## config.mk

```make
export PLATFORM = sky130hd
export DESIGN_NAME = serial_deframer_flat
export DESIGN_NICKNAME = d
export VERILOG_FILES = /design/src/rtl/serial_deframer_if.sv /design/src/rtl/serial_deframer.sv /design/src/flat_wrapper.sv
export SDC_FILE = /design/constraint.sdc
export NUM_CORES = 1
export LEC_CHECK = 0
export ABC_AREA = 1
export BUFFER_PORTS_ARGS = -buffer_cell sky130_fd_sc_hd__clkbuf_2
export CAP_MARGIN = 5
export CORE_ASPECT_RATIO = 0.9
export CORE_MARGIN = 2
export CORE_UTILIZATION = 54
export DETAILED_ROUTE_END_ITERATION = 7
export GPL_TIMING_DRIVEN = 1
export HOLD_SLACK_MARGIN = 0.03
export PLACE_DENSITY = 0.73
export SLEW_MARGIN = 10
export SYNTH_ARGS = -nofsm -noshare
export SYNTH_HDL_FRONTEND = slang
export SYNTH_SLANG_ARGS = --single-unit
```

## constraint.sdc

```tcl
create_clock -name clk -period 1.31 [get_ports clk]
set_input_delay 0.0655 -clock clk [delete_from_list [all_inputs] [get_ports clk]]
set_output_delay 0.0655 -clock clk [all_outputs]
set_load 0.02 [all_outputs]
```

## src/rtl/serial_deframer_if.sv

```systemverilog
// Serial-line inputs and word-side valid/ready outputs of the serial deframer.
// The master modport is the deframer; the slave modport is the line driver and word consumer.
interface serial_deframer_if #(
    parameter int WIDTH = 8
);
    logic             bit_en;
    logic             serial_in;
    logic [WIDTH-1:0] data_out;
    logic             data_valid;
    logic             data_ready;
    logic             frame_err;
    logic             overrun;
    logic             busy;

    modport master (
        input  bit_en, serial_in, data_ready,
        output data_out, data_valid, frame_err, overrun, busy
    );

    modport slave (
        output bit_en, serial_in, data_ready,
        input  data_out, data_valid, frame_err, overrun, busy
    );
endinterface

```

## src/rtl/serial_deframer.sv

```systemverilog
// Start/stop framed serial receiver. It rebuilds WIDTH-bit words and holds each one
// in a single-entry valid/ready output buffer.
module serial_deframer #(
    parameter int WIDTH     = 8,
    parameter bit SHIFT_DIR = 1'b0
) (
    input  logic              clk,
    input  logic              rst,
    serial_deframer_if.master bus
);
    localparam int              CW       = $clog2(WIDTH);
    localparam logic [CW-1:0]   CNT_LAST = CW'(WIDTH - 1);

    typedef enum logic [1:0] {
        ST_IDLE  = 2'd0,
        ST_DATA  = 2'd1,
        ST_STOP  = 2'd2,
        ST_BREAK = 2'd3
    } state_t;

    state_t           state_r;
    state_t           state_nx_s;
    logic [CW-1:0]    cnt_r;
    logic [WIDTH-1:0] asm_r;
    logic [WIDTH-1:0] data_out_r;
    logic             data_valid_r;
    logic             frame_err_r;
    logic             overrun_r;
    logic             busy_r;
    logic             start_s;
    logic             capture_s;
    logic             word_done_s;
    logic             frame_err_s;
    logic             load_s;
    logic             drain_s;
    logic             overrun_s;

    // State register
    always_ff @(posedge clk) begin
        if (rst) begin
            state_r <= ST_IDLE;
        end else begin
            state_r <= state_nx_s;
        end
    end

    // Next-state decode; nothing advances without a bit strobe
    always_comb begin
        state_nx_s = state_r;
        case (state_r)
            ST_IDLE: begin
                if (bus.bit_en && !bus.serial_in) state_nx_s = ST_DATA;
                else                              state_nx_s = ST_IDLE;
            end
            ST_DATA: begin
                if (bus.bit_en && (cnt_r == CNT_LAST)) state_nx_s = ST_STOP;
                else                                   state_nx_s = ST_DATA;
            end
            ST_STOP: begin
                if (bus.bit_en) state_nx_s = bus.serial_in ? ST_IDLE : ST_BREAK;
                else            state_nx_s = ST_STOP;
            end
            ST_BREAK: begin
                if (bus.bit_en && bus.serial_in) state_nx_s = ST_IDLE;
                else                             state_nx_s = ST_BREAK;
            end
            default: state_nx_s = ST_IDLE;
        endcase
    end

    // Per-state strobe qualifiers for the datapath and output buffer
    always_comb begin
        start_s     = 1'b0;
        capture_s   = 1'b0;
        word_done_s = 1'b0;
        frame_err_s = 1'b0;
        case (state_r)
            ST_IDLE:  start_s   = bus.bit_en & ~bus.serial_in;
            ST_DATA:  capture_s = bus.bit_en;
            ST_STOP: begin
                word_done_s = bus.bit_en &  bus.serial_in;
                frame_err_s = bus.bit_en & ~bus.serial_in;
            end
            ST_BREAK: start_s   = 1'b0;
            default:  start_s   = 1'b0;
        endcase
    end

    // A full buffer still accepts a new word when it drains in the same cycle
    assign drain_s   = data_valid_r & bus.data_ready;
    assign load_s    = word_done_s & (~data_valid_r | bus.data_ready);
    assign overrun_s = word_done_s & data_valid_r & ~bus.data_ready;

    // Bit counter and assembly shift register
    always_ff @(posedge clk) begin
        if (rst) begin
            cnt_r <= {CW{1'b0}};
            asm_r <= {WIDTH{1'b0}};
        end else if (start_s) begin
            cnt_r <= {CW{1'b0}};
        end else if (capture_s) begin
            cnt_r <= (cnt_r == CNT_LAST) ? cnt_r : cnt_r + CW'(1);
            if (SHIFT_DIR) asm_r <= {asm_r[WIDTH-2:0], bus.serial_in};
            else           asm_r <= {bus.serial_in, asm_r[WIDTH-1:1]};
        end else begin
            cnt_r <= cnt_r;
            asm_r <= asm_r;
        end
    end

    // Output buffer, status pulses and busy flag
    always_ff @(posedge clk) begin
        if (rst) begin
            data_out_r   <= {WIDTH{1'b0}};
            data_valid_r <= 1'b0;
            frame_err_r  <= 1'b0;
            overrun_r    <= 1'b0;
            busy_r       <= 1'b0;
        end else begin
            frame_err_r <= frame_err_s;
            overrun_r   <= overrun_s;
            busy_r      <= (state_nx_s != ST_IDLE);
            if (load_s) begin
                data_out_r   <= asm_r;
                data_valid_r <= 1'b1;
            end else if (drain_s) begin
                data_valid_r <= 1'b0;
            end else begin
                data_valid_r <= data_valid_r;
            end
        end
    end

    assign bus.data_out   = data_out_r;
    assign bus.data_valid = data_valid_r;
    assign bus.frame_err  = frame_err_r;
    assign bus.overrun    = overrun_r;
    assign bus.busy       = busy_r;
endmodule

```

## src/flat_wrapper.sv

```systemverilog
// flat-port wrapper written by rule: the top's interface ports become plain ports
module serial_deframer_flat 
#(
    parameter int WIDTH     = 8,
    parameter bit SHIFT_DIR = 1'b0
)
  (clk, rst, bus_bit_en, bus_serial_in, bus_data_ready, bus_data_out, bus_data_valid, bus_frame_err, bus_overrun, bus_busy);
  serial_deframer_if #(.WIDTH(WIDTH)) bus_i ();
  input  logic clk;
  input  logic rst;
  input wire logic [$bits(bus_i.bit_en)-1:0] bus_bit_en;
  input wire logic [$bits(bus_i.serial_in)-1:0] bus_serial_in;
  input wire logic [$bits(bus_i.data_ready)-1:0] bus_data_ready;
  output wire logic [$bits(bus_i.data_out)-1:0] bus_data_out;
  output wire logic [$bits(bus_i.data_valid)-1:0] bus_data_valid;
  output wire logic [$bits(bus_i.frame_err)-1:0] bus_frame_err;
  output wire logic [$bits(bus_i.overrun)-1:0] bus_overrun;
  output wire logic [$bits(bus_i.busy)-1:0] bus_busy;
  assign bus_i.bit_en = bus_bit_en;
  assign bus_i.serial_in = bus_serial_in;
  assign bus_i.data_ready = bus_data_ready;
  assign bus_data_out = bus_i.data_out;
  assign bus_data_valid = bus_i.data_valid;
  assign bus_frame_err = bus_i.frame_err;
  assign bus_overrun = bus_i.overrun;
  assign bus_busy = bus_i.busy;
  serial_deframer #(.WIDTH(WIDTH), .SHIFT_DIR(SHIFT_DIR)) u_core (.clk(clk), .rst(rst), .bus(bus_i));
endmodule
```

==> results.cfg <==
[logic_synthesis]
synth_xor_area_share_pct = 0
ys_warn_count = 0
synth-simple-area-share_pct = 31.5
syn_inst = 161
synth_area_leaders = dfxtp_1 (46%), inv_1 (13%), nand2_1 (11%)
yosysSeqAreaShare_pct = 45.8
synth_compound_area_share_pct = 6.64
synthAdderAreaFrac_pct = 2.29
synth.distinct_cells = 17
synthFlopType = dfxtp_1
yosysTopAreaCell = dfxtp_1
netlist_area_um2 = 1090
yosysMostFrequentCell = inv_1
avgSynthCellArea_um2 = 6.79
ys_async_sr_fraction_pct = 0
synthesis.nets = 168
synth_common_cells = inv_1 (38), nand2_1 (31), nor2_1 (30), dfxtp_1 (25), nand3_1 (11)
synth_top_family_by_area = simple AND/OR/NAND/NOR gates
synth.area.mux_share_pct = 0
synth_top_area_share_pct = 45.8
ys_ff_latch = 25
synth_edf_count = 0

[worst_setup_path]
crit_start = u_core.state_r[1]
max_stage_delay_ns = 0.47
cpMaxStageDelayCell = dfxtp_1
cp_data_required_time_ns = 1.55
critPathMaxFanout = 6
critical_path_class = reg2reg
arrival_ns = 1.49
start_kind = flip-flop
crit_path_end_kind = flip-flop
crit_family = simple AND/OR/NAND/NOR gates
worstReg2RegStart = u_core.state_r[1]
cp_cell_sequence = nand2_2 -> nor2_4 -> buf_12 -> nand3_1 -> nand2_1 -> nor2_1
cp_num_buf_inv = 1

[detailed_routing]
ant_nets = 0
dr_total_vias = 971
dr.pass1.iters = 4
drc = 0
drt_wl_total_um = 2070
initialDrtViolationCount = 15
viasPerCell = 4.67
wl_per_cell_um = 9.93

[timing]
whs_ns = 0.0743
hold_viol = 0
period_share_pct = 95.6
max_slew_margin_pct = 70.4
period_needed_ns = 1.25
slew_violations = 0
setup_viol = 0
tightest_slew_ns = 0.444
fin_setup_tns_ns = 0
fin_skew_ns = 0.0146
fmax_mhz = 799

[grt]
grt_max_degree = 18
grt_pass1_vias = 860
grt_overflow = 0
grt_pass1_wl_um = 3620
grtUsageTotal_pct = 20.5
antenna_found_initial = 0

[placed_design]
port_buffers = 16
gp_congestion = 0.790
dp_hpwl_um = 1500
place_area_um2 = 1200

[clock_tree]
numCtsBuffers = 3
clkTransAtPathRegs_ns = 0.14
cts_max_level = 1
cts_tree = yes
insertion_delay_ns = 0.32
clock-sinks = 25
clock_path_buffers = 2
cts-root-buf = clkbuf_4

[hold_path]
hp-class = in2reg
hp-start = bus_bit_en

[floorplan]
chipWidth_um = 51.4
dieArea_um2 = 2400
start_util_pct = 57.1
coreArea_um2 = 1910
boundaryPins = 17
die_height_um = 46.7
rows = 15

[power_and_ir_drop]
p_leak_nw = 0.631
power_density_nw_per_um2 = 980
ir_worst_vdd_v = 0.000955
total_power_mw = 1.25

[cells_and_area]
synthToLayoutAreaGrowth_pct = 16.2
final_core_util_pct = 66.4
nets = 191
drive_above_1_share_pct = 15.8
antennaDiodeCount = 0
multi_input_area_um2 = 442
layout.area.seq_um2 = 500
fin_area_um2 = 1270
num-fill-cells = 187

[status]
status = completed

[flow_run]
drv_cap = 0
[path summary, 6_finish.rpt]
path / endpoint / slack, ns / depth (start not counted)
worst max-delay path: u_core.bus.data_out[6] / 0.06 / 6
worst min-delay path: u_core.cnt_r[0] / 0.07 / 3
worst max register to register: u_core.bus.data_out[6] / 0.06 / 6
worst min register to register: u_core.cnt_r[0] / 0.50 / 2
[layout by cell type (no fill, tap or decap), types with 2 or more instances in the layout]
cell type,synthesis,final
dfxtp_1,25,25
dlygate4sd3_1,0,2
nand2_1,31,31
inv_1,38,36
inv_2,0,2
nand2_2,2,2
nand3_1,11,11
clkbuf_4,0,3
ha_1,2,2
nor2_1,30,30
clkbuf_2,0,16
o21ai_0,8,7
nor4_1,2,2
a21oi_1,5,5
[cells by family after synthesis]
family                     after synthesis
buffers and inverters                   40
and+or+nand+nor                         80
adders and majority gates                2
AOI/OAI and AO/OA                       14
DFF                                     25
[layer usage]
metal  part of all wire (%)  vias up  track usage [%]
li1                       -      526                -
met1                     48      422             25.8
met2                     46       21             34.1
met3                    5.2        2             7.47
met4                   0.73        0             4.21
met5                      0        -                0
[sequential cells by signal, summed over array words and instances (netlist names)]
register,cells
u_core.bus.data_valid,1
u_core.bus.busy,1
u_core.bus.frame_err,1
u_core.asm_r,8
u_core.cnt_r,3
u_core.state_r,2
u_core.bus.data_out,8
u_core.bus.overrun,1
[worst reg2reg max path, cell delays in order (launching register included)]
cell and delay [ns]:
dfxtp_1 0.47, nand2_2 0.13, nor2_4 0.20, buf_12 0.13, nand3_1 0.09, nand2_1 0.10
nor2_1 0.05
[layout make-up]
class	instances	share of cell area, %
well taps	25	2.46
repair buffers	20	10.0
flip-flops and latches	25	39.4
inverters	38	11.2
clock buffers	3	1.77
multi-input cells	96	34.7
clock inverters	1	0.394
[through the flow]
| stage | setup WS (ns) | std cells |
|---|---|---|
| CTS | 0.0827 | 207 |
| detailed placement | 0.118 | 201 |
| finish | 0.0582 | 208 |
| global placement | 0.131 | 201 |
| floorplan | 0.202 | 161 |
| global route | -0.00541 | 208 |
[report_power, final]
| part | switching [mW] | internal, mW | leakage, nW |
|---|---|---|---|
| combinational | 0.0676 | 0.0393 | 0.410 |
| sequential | 0.0134 | 0.781 | 0.203 |
| clock | 0.230 | 0.114 | 0.0177 |
| total | 0.311 | 0.934 | 0.631 |
[what timing repair did]
item,4_1_cts,5_1_grt
hold buffers,2,0
endpoints found under the hold margin,5,0
buffers inserted,0,1
resized for setup,0,3
setup endpoints to repair,0,10
(Power assumes the default switching activity.)
